==> config.mk <==
export PLATFORM = sky130hd
export DESIGN_NAME = contador_mod_updown
export DESIGN_NICKNAME = d
export VERILOG_FILES = /design/src/rtl/contador_mod_updown.sv
export SDC_FILE = /design/constraint.sdc
export NUM_CORES = 1
export LEC_CHECK = 0
export ABC_AREA = 1
export CAP_MARGIN = 0
export CORE_ASPECT_RATIO = 1.4
export CORE_UTILIZATION = 43
export CTS_CLUSTER_SIZE = 8
export DETAILED_ROUTE_END_ITERATION = 7
export GPL_TIMING_DRIVEN = 0
export PLACE_DENSITY = 0.78
export SLEW_MARGIN = 10
export SYNTH_ARGS = -nofsm -noshare
export SYNTH_HDL_FRONTEND = slang
export SYNTH_SLANG_ARGS = --single-unit
==> constraint.sdc <==
create_clock -name clk -period 1.45 [get_ports clk]
set_clock_uncertainty 0.1 [all_clocks]
set_input_delay 0.29 -clock clk [delete_from_list [all_inputs] [get_ports clk]]
set_output_delay 0.29 -clock clk [all_outputs]
set_load 0.01 [all_outputs]
==> src/rtl/contador_mod_updown.sv <==
// Modulo-programmable up/down counter with enable, synchronous clear/load,
// wrap-or-saturate end behaviour, combinational terminal count and a registered wrap pulse.
module contador_mod_updown #(
   parameter int N      = 8,
   parameter int MODULO = 256,
   parameter int SAT    = 0
) (
   input  logic         clk,
   input  logic         rst,
   input  logic         en,
   input  logic         up_dn,
   input  logic         clr,
   input  logic         load,
   input  logic [N-1:0] load_val,
   output logic [N-1:0] valor,
   output logic         tc,
   output logic         wrap
);

   // Top of range held one bit wider so MODULO == 2**N still compares cleanly.
   localparam logic [N:0]   MAX_X = (N+1)'(MODULO - 1);
   localparam logic [N-1:0] MAX_N = MAX_X[N-1:0];
   localparam logic [N-1:0] ONE_N = {{(N-1){1'b0}}, 1'b1};

   logic [N-1:0] valor_q, valor_d;
   logic         wrap_q, wrap_d;
   logic         at_top, at_bot;
   logic         load_over;

   always_comb begin
      at_top    = ({1'b0, valor_q} == MAX_X);
      at_bot    = (valor_q == '0);
      load_over = ({1'b0, load_val} > MAX_X);
      tc        = en & ~clr & ~load & ((up_dn & at_top) | (~up_dn & at_bot));

      valor_d = valor_q;
      wrap_d  = tc;
      if (clr) begin
         valor_d = '0;
      end else if (load) begin
         valor_d = load_over ? MAX_N : load_val;
      end else if (en) begin
         if (up_dn) begin
            if (at_top) valor_d = (SAT != 0) ? MAX_N : '0;
            else        valor_d = valor_q + ONE_N;
         end else begin
            if (at_bot) valor_d = (SAT != 0) ? '0 : MAX_N;
            else        valor_d = valor_q - ONE_N;
         end
      end
   end

   always_ff @(posedge clk or negedge rst) begin
      if (!rst) begin
         valor_q <= '0;
         wrap_q  <= 1'b0;
      end else begin
         valor_q <= valor_d;
         wrap_q  <= wrap_d;
      end
   end

   assign valor = valor_q;
   assign wrap  = wrap_q;

endmodule

-- Word-level counts from Yosys, hierarchy flattened
Index checks and enable logic that the tools add are counted.
W data, S select, Z words.
- $add $sub $neg: 2
- equal/unequal tests: 1
- multiplexer cells: 6
- bitwise operators: 9
- reduce and logical (&&, ||, !) cells: 2
- operator list (cell ; count):
    $mux W8 ; 6
    $add A8 B1 Y8 const B ; 1
    $eq A8 B8 Y1 const B ; 1
    $logic_not A8 Y1 ; 1
    $sub A8 B1 Y8 const B ; 1
    $and A1 B1 Y1 ; 5
    $not A1 Y1 ; 3
    $reduce_bool A3 Y1 ; 1
    $or A1 B1 Y1 ; 1
- bits in registers: 9
- output and inout bits: 10
- logic and storage cells: 22

-- Logic depth before layout (Yosys ltp)
Gate-level depths: netlist of run 1.
- depth after elaboration: 6
- depth in mapped cells: 11

-- Least setup slack after synthesis of run 1
OpenSTA, ideal clock, no wires.
- path kind: register to output
- start point: reg valor_q[1], in the netlist valor[1]
- end point: out tc
- arrival: 1.354 ns
- data required time: 1.060 ns
- slack: -0.294 ns
- cell stages (with the launch flop): 6
- path buffers: 0
- path through: dfrtp_1 -> ha_1 -> inv_1 -> nor2_1 -> nand2_1 -> a211oi_1
- word-level cells in the longest chain between the ends: 4
- elaborated cells on any way between the ends: 6
- those cells by class: eq/ne (1); bitwise (4); reduce/logical (1)
- ends and longest elaborated chain (what ; RTL line ; RTL):
    from (decl) ; 25 ; logic [N-1:0] valor_q, valor_d;
    from (signal assigned) ; 58 ; valor_q <= valor_d;
    $eq A8 B8 Y1 / $logic_not A8 Y1 (equally long branches) ; 31, 32 ;
    $and A1 B1 Y1 ; 34 ; tc = en & ~clr & ~load & ((up_dn & at_top) | (~up_dn & at_bot));
    $or A1 B1 Y1 (*) ; 34 ;
    $and A1 B1 Y1 (*) ; 34 ;
    to (decl) ; 16 ; output logic tc,
Mark *: on every way between the ends. The rest lies on a longest branch, timed or not.

-- Final worst setup path of run 1
Ends and elaborated chain as after synthesis.

==> results.toml, run 1 <==
[logic_synthesis]
yosys.area_share.simple = 0.503
synthArstFlopShare = 1.00
synth_area_leader_cell = "nand2_1"
ys_warn_count = 0
synth_area_leaders = "nand2_1, dfrtp_1, nor2_1, nand3_1, inv_1"
yosysTopAreaCellShare = 0.247
syn-num-nets = 178
postSynthAreaPerCell_um2 = 5.76
synthTopCellsByCount = "nand2_1, nor2_1, inv_1"
synth-edff-count = 0
synthXorXnorAreaFrac = 0.00945
synth_fa_ha_area_frac = 0.0405
syn_area_um2 = 927
synthCells = 161
seq_area_frac_synth = 0.243
yosysMostFrequentCell = "nand2_1"
synthMuxAreaShare = 0
synth_top_family_by_area = "simple AND/OR/NAND/NOR gates"
synth_flop_cell = "dfrtp_1"
ys_ff_latch = 9
ys_types = 21
synth_compound_area_frac = 0.0810

[pwr]
seqPwrFrac = 0.270
internal-power_w = 0.000683
power.share.switching = 0.394
clkPwrFrac = 0.179
power.density_mw_per_mm2 = 722
pwr-share-comb = 0.551
total_power_w = 0.00113
power_leakage_nw = 0.787
switchingPower_w = 0.000445
vdd_drop_max_uv = 665

[layout]
final_nets = 232
nFillCells = 144
syn_to_final_growth_pct = 68.6
drive_gt1_frac = 0.374
fin_area_mm2 = 0.00156
diodes = 0
post-route-util = 0.783

[clock_network]
clk_latency_ns = 0.27
clock-sinks = 9
cts_tree = "built"
htreeDepth = 1
cts_buffer_depth = 2
clockRootBuffer = "clkbuf_4"
clk_pin_slew_ns = 0.07
cts_buffers = 3
hold_buffers = 0

[floorplanning]
ioPinCount = 24
fp.dieH_um = 56.9
start_util = 0.464
fp.coreArea_mm2 = 0.00200
rows = 19
die_area_mm2 = 0.00235
die_w_um = 41.2

[min_path]
hp-class = "in2async"

[global_routing]
grt_pass1_vias = 1248
antenna_found_initial = 0
overflow = 0
use_met1 = 0.370
top_usage_layer = "met2"
met2_usage = 0.576
grt_usage = 0.331
grt_start_max_net_pins = 11
gr-usage-met3 = 0.0739
grt_pass1_wl_um = 5460

[sta]
worstMarginPinSlew_ns = 0.424
max_slew_margin = 0.717
finalCriticalPeriod_ns = 1.92
hold_slack_ns = 0.218
maxSlewViolCount = 0
clock.fmax_mhz = 522
timing.final.hold_violations = 0
worst_slack_ns = -0.466
rsz0062_at_grt = "true"
setup_viol = 10
period_share = 1.32

[flow_run]
maxCapViolCount = 0

[setup_path]
cpMostUsedCell = "nor2_4"
cp_max_fo = 3
r2r_cells = 13
crit_path_cell_trace = "inv_2 > ha_4 > nand2_4 > nor2_4 > nor2_4 > a211oi_4 > buf_2"
r2r_slack_ns = -0.28
cp-end-kind = "output pin"
cp_slowest_cell = "dfrtp_2"
cp-startpoint = "valor[1]$_DFFE_PN0P_"
path_depth = 7
reg2reg_from = "valor[1]$_DFFE_PN0P_"
crit_family = "flip-flops"
crit_path_start_kind = "flop"
crit_path_max_incr_delay_ns = 0.44
endpoint = "tc"
r2r_end = "valor[4]$_DFFE_PN0P_"
path_class = "reg2out"
crit_arrival_ns = 1.53
crit_buf_inv = 2
cp.required_ns = 1.06

[detailed_routing]
wl_per_cell_um = 14.6
ant_nets = 0
vias_per_cell = 5.54
drt_first_iter_violations = 53
drc = 0
vias = 1303
drtPass1Iterations = 5
routed_wl_um = 3430

[placement]
dp_hpwl_um = 1950
place.gp.congestion = 0.838
pre_cts_slack_ns = -0.866
io_buffers = 23
place_area_mm2 = 0.00121

[run_status]
outcome = "complete, but fails checks"
violations = "negative setup slack"
-- worst min path at each step --
stage	start	end	slack [ns]	cells after the start
3_5_place_dp	valor[0]$_DFFE_PN0P_	valor[0]$_DFFE_PN0P_	0.46	2
4_1_cts	rst	valor[6]$_DFFE_PN0P_	0.25	1
3_3_place_gp	valor[0]$_DFFE_PN0P_	valor[0]$_DFFE_PN0P_	0.45	2
5_1_grt	rst	valor[5]$_DFFE_PN0P_	0.26	1
6_report	rst	valor[5]$_DFFE_PN0P_	0.22	1
2_1_floorplan	rst	valor[0]$_DFFE_PN0P_	-0.11	0
-- final cells by class --
| class | count | area [um^2] | share of cell area |
|---|---|---|---|
| multi-input cells | 129 | 726 | 0.464 |
| plain buffers | 6 | 60.1 | 0.0384 |
| well taps | 21 | 26.3 | 0.0168 |
| inverters | 17 | 63.8 | 0.0408 |
| repair buffers | 49 | 430 | 0.275 |
| clock buffers | 4 | 26.3 | 0.0168 |
| flip-flops and latches | 9 | 230 | 0.147 |
-- repair_timing --
action                     4_1_cts  5_1_grt
buffers inserted                23        9
setup endpoints to repair       18       13
gates resized for setup         43       28
gates cloned                     0        0
pin swaps                        6       12
-- flip-flops by register name, summed over array words and instances (netlist names) --
signal	count
wrap	1
valor	8
-- layout by cell type, fill, tap and decap left out --
cell	n
clkdlybuf4s50_1	13
buf_4	22
buf_8	1
nor2_4	6
inv_2	2
buf_6	9
nand2_1	51
a21oi_1	2
nand4_1	1
nand2_4	1
nor2_2	5
o32ai_1	1
o21ai_2	1
clkbuf_4	4
a211oi_4	1
xnor2_1	1
o21ai_0	4
nand3_1	9
clkbuf_1	1
ha_2	1
dfrtp_1	5
dlygate4sd2_1	4
ha_4	2
clkdlybuf4s15_2	1
nor2_1	22
nand2_2	11
nand3_2	6
clkdlybuf4s15_1	1
dfrtp_2	4
o21ai_1	4
buf_2	3
inv_1	15
-- power groups by stage --
stage          Combinational [W]  Clock (W)  Sequential, W
3_5_place_dp            0.000409          0       0.000310
5_1_grt                 0.000670   0.000212       0.000308
3_3_place_gp            0.000399          0       0.000309
2_1_floorplan           0.000258          0       0.000316
4_1_cts                 0.000536   0.000199       0.000300
6_report                0.000622   0.000202       0.000305
-- routing by layer --
layer	routed length [um]	part of all wire	vias up
li1	-	-	603
met1	1170	0.34	596
met2	1830	0.53	82
met3	274	0.080	22
met4	162	0.047	0
met5	0	0	-
-- per-stage QoR --
step                std cells  TNS, ns
floorplan                 161  -0.0773
global placement          205    -4.01
detailed placement        205    -4.44
CTS                       232    -2.50
global route              235    -2.93
finish                    235    -2.21
-- cell families (layout without fill, tap and decap cells) --
logic type      after synthesis  count (layout)
compound gates               13              13
xor+xnor                      1               1
fa+ha+maj                     3               3
buf+inv                      23              76
flops                         9               9
simple gates                112             112
No activity file was read; power rests on OpenSTA's default activity.
==> inputs of run 2 (changes only) <==
--- a/config.mk
+++ b/config.mk
@@ -8,11 +8,13 @@
 export ABC_AREA = 1
 export CAP_MARGIN = 0
 export CORE_ASPECT_RATIO = 1.4
-export CORE_UTILIZATION = 43
+export CORE_MARGIN = 5
+export CORE_UTILIZATION = 40
 export CTS_CLUSTER_SIZE = 8
 export DETAILED_ROUTE_END_ITERATION = 7
 export GPL_TIMING_DRIVEN = 0
-export PLACE_DENSITY = 0.78
+export PLACE_DENSITY = 0.73
+export REMOVE_ABC_BUFFERS = 1
 export SLEW_MARGIN = 10
 export SYNTH_ARGS = -nofsm -noshare
 export SYNTH_HDL_FRONTEND = slang
==> results.toml, run 2 (synthesis results as in run 1) <==
[run_status]
outcome = "complete, but fails checks"
violations = "negative setup slack"

[detailed_routing]
drc = 0
ant_nets = 0
vias = 1281
wl_per_cell_um = 15.5
drtPass1Iterations = 4
drt_first_iter_violations = 69
routed_wl_um = 3630
vias_per_cell = 5.47

[global_routing]
overflow = 0
grt_start_max_net_pins = 12
grt_usage = 0.203
grt_pass1_wl_um = 5350
grt_pass1_vias = 1177
antenna_found_initial = 0

[setup_path]
crit_path_max_incr_delay_ns = 0.45
crit_path_start_kind = "flop"
path_class = "reg2out"
path_depth = 7
r2r_cells = 12
cp_slowest_cell = "dfrtp_2"
reg2reg_from = "valor[1]$_DFFE_PN0P_"
cp_max_fo = 3
crit_buf_inv = 2
cp-end-kind = "output pin"
crit_arrival_ns = 1.60
cp.required_ns = 1.06
cpMostUsedCell = "nor2_4"
cp-startpoint = "valor[0]$_DFFE_PN0P_"
crit_path_cell_trace = "inv_4 > ha_4 > nand2_4 > nor2_4 > nor2_4 > a211oi_2 > buf_2"
crit_family = "flip-flops"

[pwr]
vdd_drop_max_uv = 515
seqPwrFrac = 0.285
internal-power_w = 0.000663
switchingPower_w = 0.000449
pwr-share-comb = 0.525
clkPwrFrac = 0.189
power_leakage_nw = 0.769
power.share.switching = 0.403
power.density_mw_per_mm2 = 720

[floorplanning]
die_area_mm2 = 0.00339
fp.dieH_um = 67.0
die_w_um = 50.7
ioPinCount = 24
start_util = 0.421
rows = 20
fp.coreArea_mm2 = 0.00220

[layout]
final_common_cell = "nand2_1"
drive_gt1_frac = 0.377
layout_common_cells = "nand2_1, nor2_1, buf_4, inv_1"
fin_area_mm2 = 0.00155
diodes = 0
syn_to_final_growth_pct = 66.7
nFillCells = 165
instances_no_fill = 234
final_nets = 230
largest_reg_flops = 8

[placement]
dp.cells = 200
dp_hpwl_um = 1910
place.gp.congestion = 0.856
io_buffers = 23
place_area_mm2 = 0.00113

[sta]
finalCriticalPeriod_ns = 1.99
worstMarginPinSlew_ns = 0.498
rsz0062_at_grt = "true"
setup_viol = 11
maxSlewViolCount = 0
clock.fmax_mhz = 504
period_share = 1.37
max_slew_margin = 0.668
worst_slack_ns = -0.536
timing.final.hold_violations = 0

[min_path]
hp-class = "in2async"

[clock_network]
clk_pin_slew_ns = 0.07
cts_tree = "built"
cts_buffer_depth = 2
hold_buffers = 0
cts_buffers = 3
clock-sinks = 9
htreeDepth = 1
clockRootBuffer = "clkbuf_4"
clk_latency_ns = 0.28

[flow_run]
maxCapViolCount = 0
run 2: cell count changes in the layout (fill, tap and decap cells not counted), moves of 2 or more:
cell	before	now
nand3_2	6	3
buf_2	3	5
dfrtp_1	5	2
nand2_2	11	4
nand2_1	51	56
inv_1	15	13
dfrtp_2	4	7
nand3_1	9	12
run 2: cell type report:
cell class / instances / area (um^2) / share of cell area
well taps: 22 / 27.5 / 0.0178
inverters: 17 / 70.1 / 0.0453
repair buffers: 53 / 469 / 0.304
multi-input cells: 129 / 717 / 0.464
clock buffers: 3 / 22.5 / 0.0146
flip-flops and latches: 9 / 234 / 0.151
clock inverters: 1 / 5.00 / 0.00324
run 2: repair_timing:
action	in CTS	in global routing
buffers inserted	26	6
gates resized for setup	66	24
cloned	0	0
endpoints found under the setup margin	19	13
pin swaps	9	13
run 2: metrics by stage:
step / setup WS (ns) / hold slack (ns) / power [W] / setup TNS (ns) / utilization
final: -0.536 / 0.217 / 0.00111 / -1.83 / 0.702
after global routing: -0.636 / 0.257 / 0.00118 / -2.92 / 0.702
after CTS: -0.506 / 0.228 / 0.00101 / -1.14 / 0.649
after detailed placement: -1.02 / 0.497 / 0.000681 / -4.19 / 0.515
after global placement: -1.02 / 0.481 / 0.000670 / -4.09 / 0.515
after floorplan: -0.294 / -0.106 / 0.000532 / -0.827 / -
run 2: path summary, 6_finish.rpt:
path	end	slack, ns
max in group asynchronous	valor[6]$_DFFE_PN0P_	0.69
hold / removal	valor[1]$_DFFE_PN0P_	0.22
setup reg to reg	valor[6]$_DFFE_PN0P_	-0.30
min in group clk	valor[7]$_DFFE_PN0P_	0.49
setup / recovery	tc	-0.54
hold reg to reg	valor[7]$_DFFE_PN0P_	0.49
run 2: power groups by stage:
stage          clock network [W]  registers [W]  logic, W
2_1_floorplan                  0       0.000330  0.000202
3_3_place_gp                   0       0.000331  0.000339
3_5_place_dp                   0       0.000331  0.000349
4_1_cts                 0.000208       0.000311  0.000496
5_1_grt                 0.000228       0.000320  0.000633
6_report                0.000210       0.000317  0.000584
run 2: metal layers:
| layer | vias to the layer above | track usage | routed length (um) |
|---|---|---|---|
| li1 | 600 | - | - |
| met1 | 601 | 0.237 | 1270 |
| met2 | 65 | 0.379 | 1950 |
| met3 | 15 | 0.0157 | 277 |
| met4 | 0 | 0.0639 | 123 |
| met5 | - | 0 | 0 |
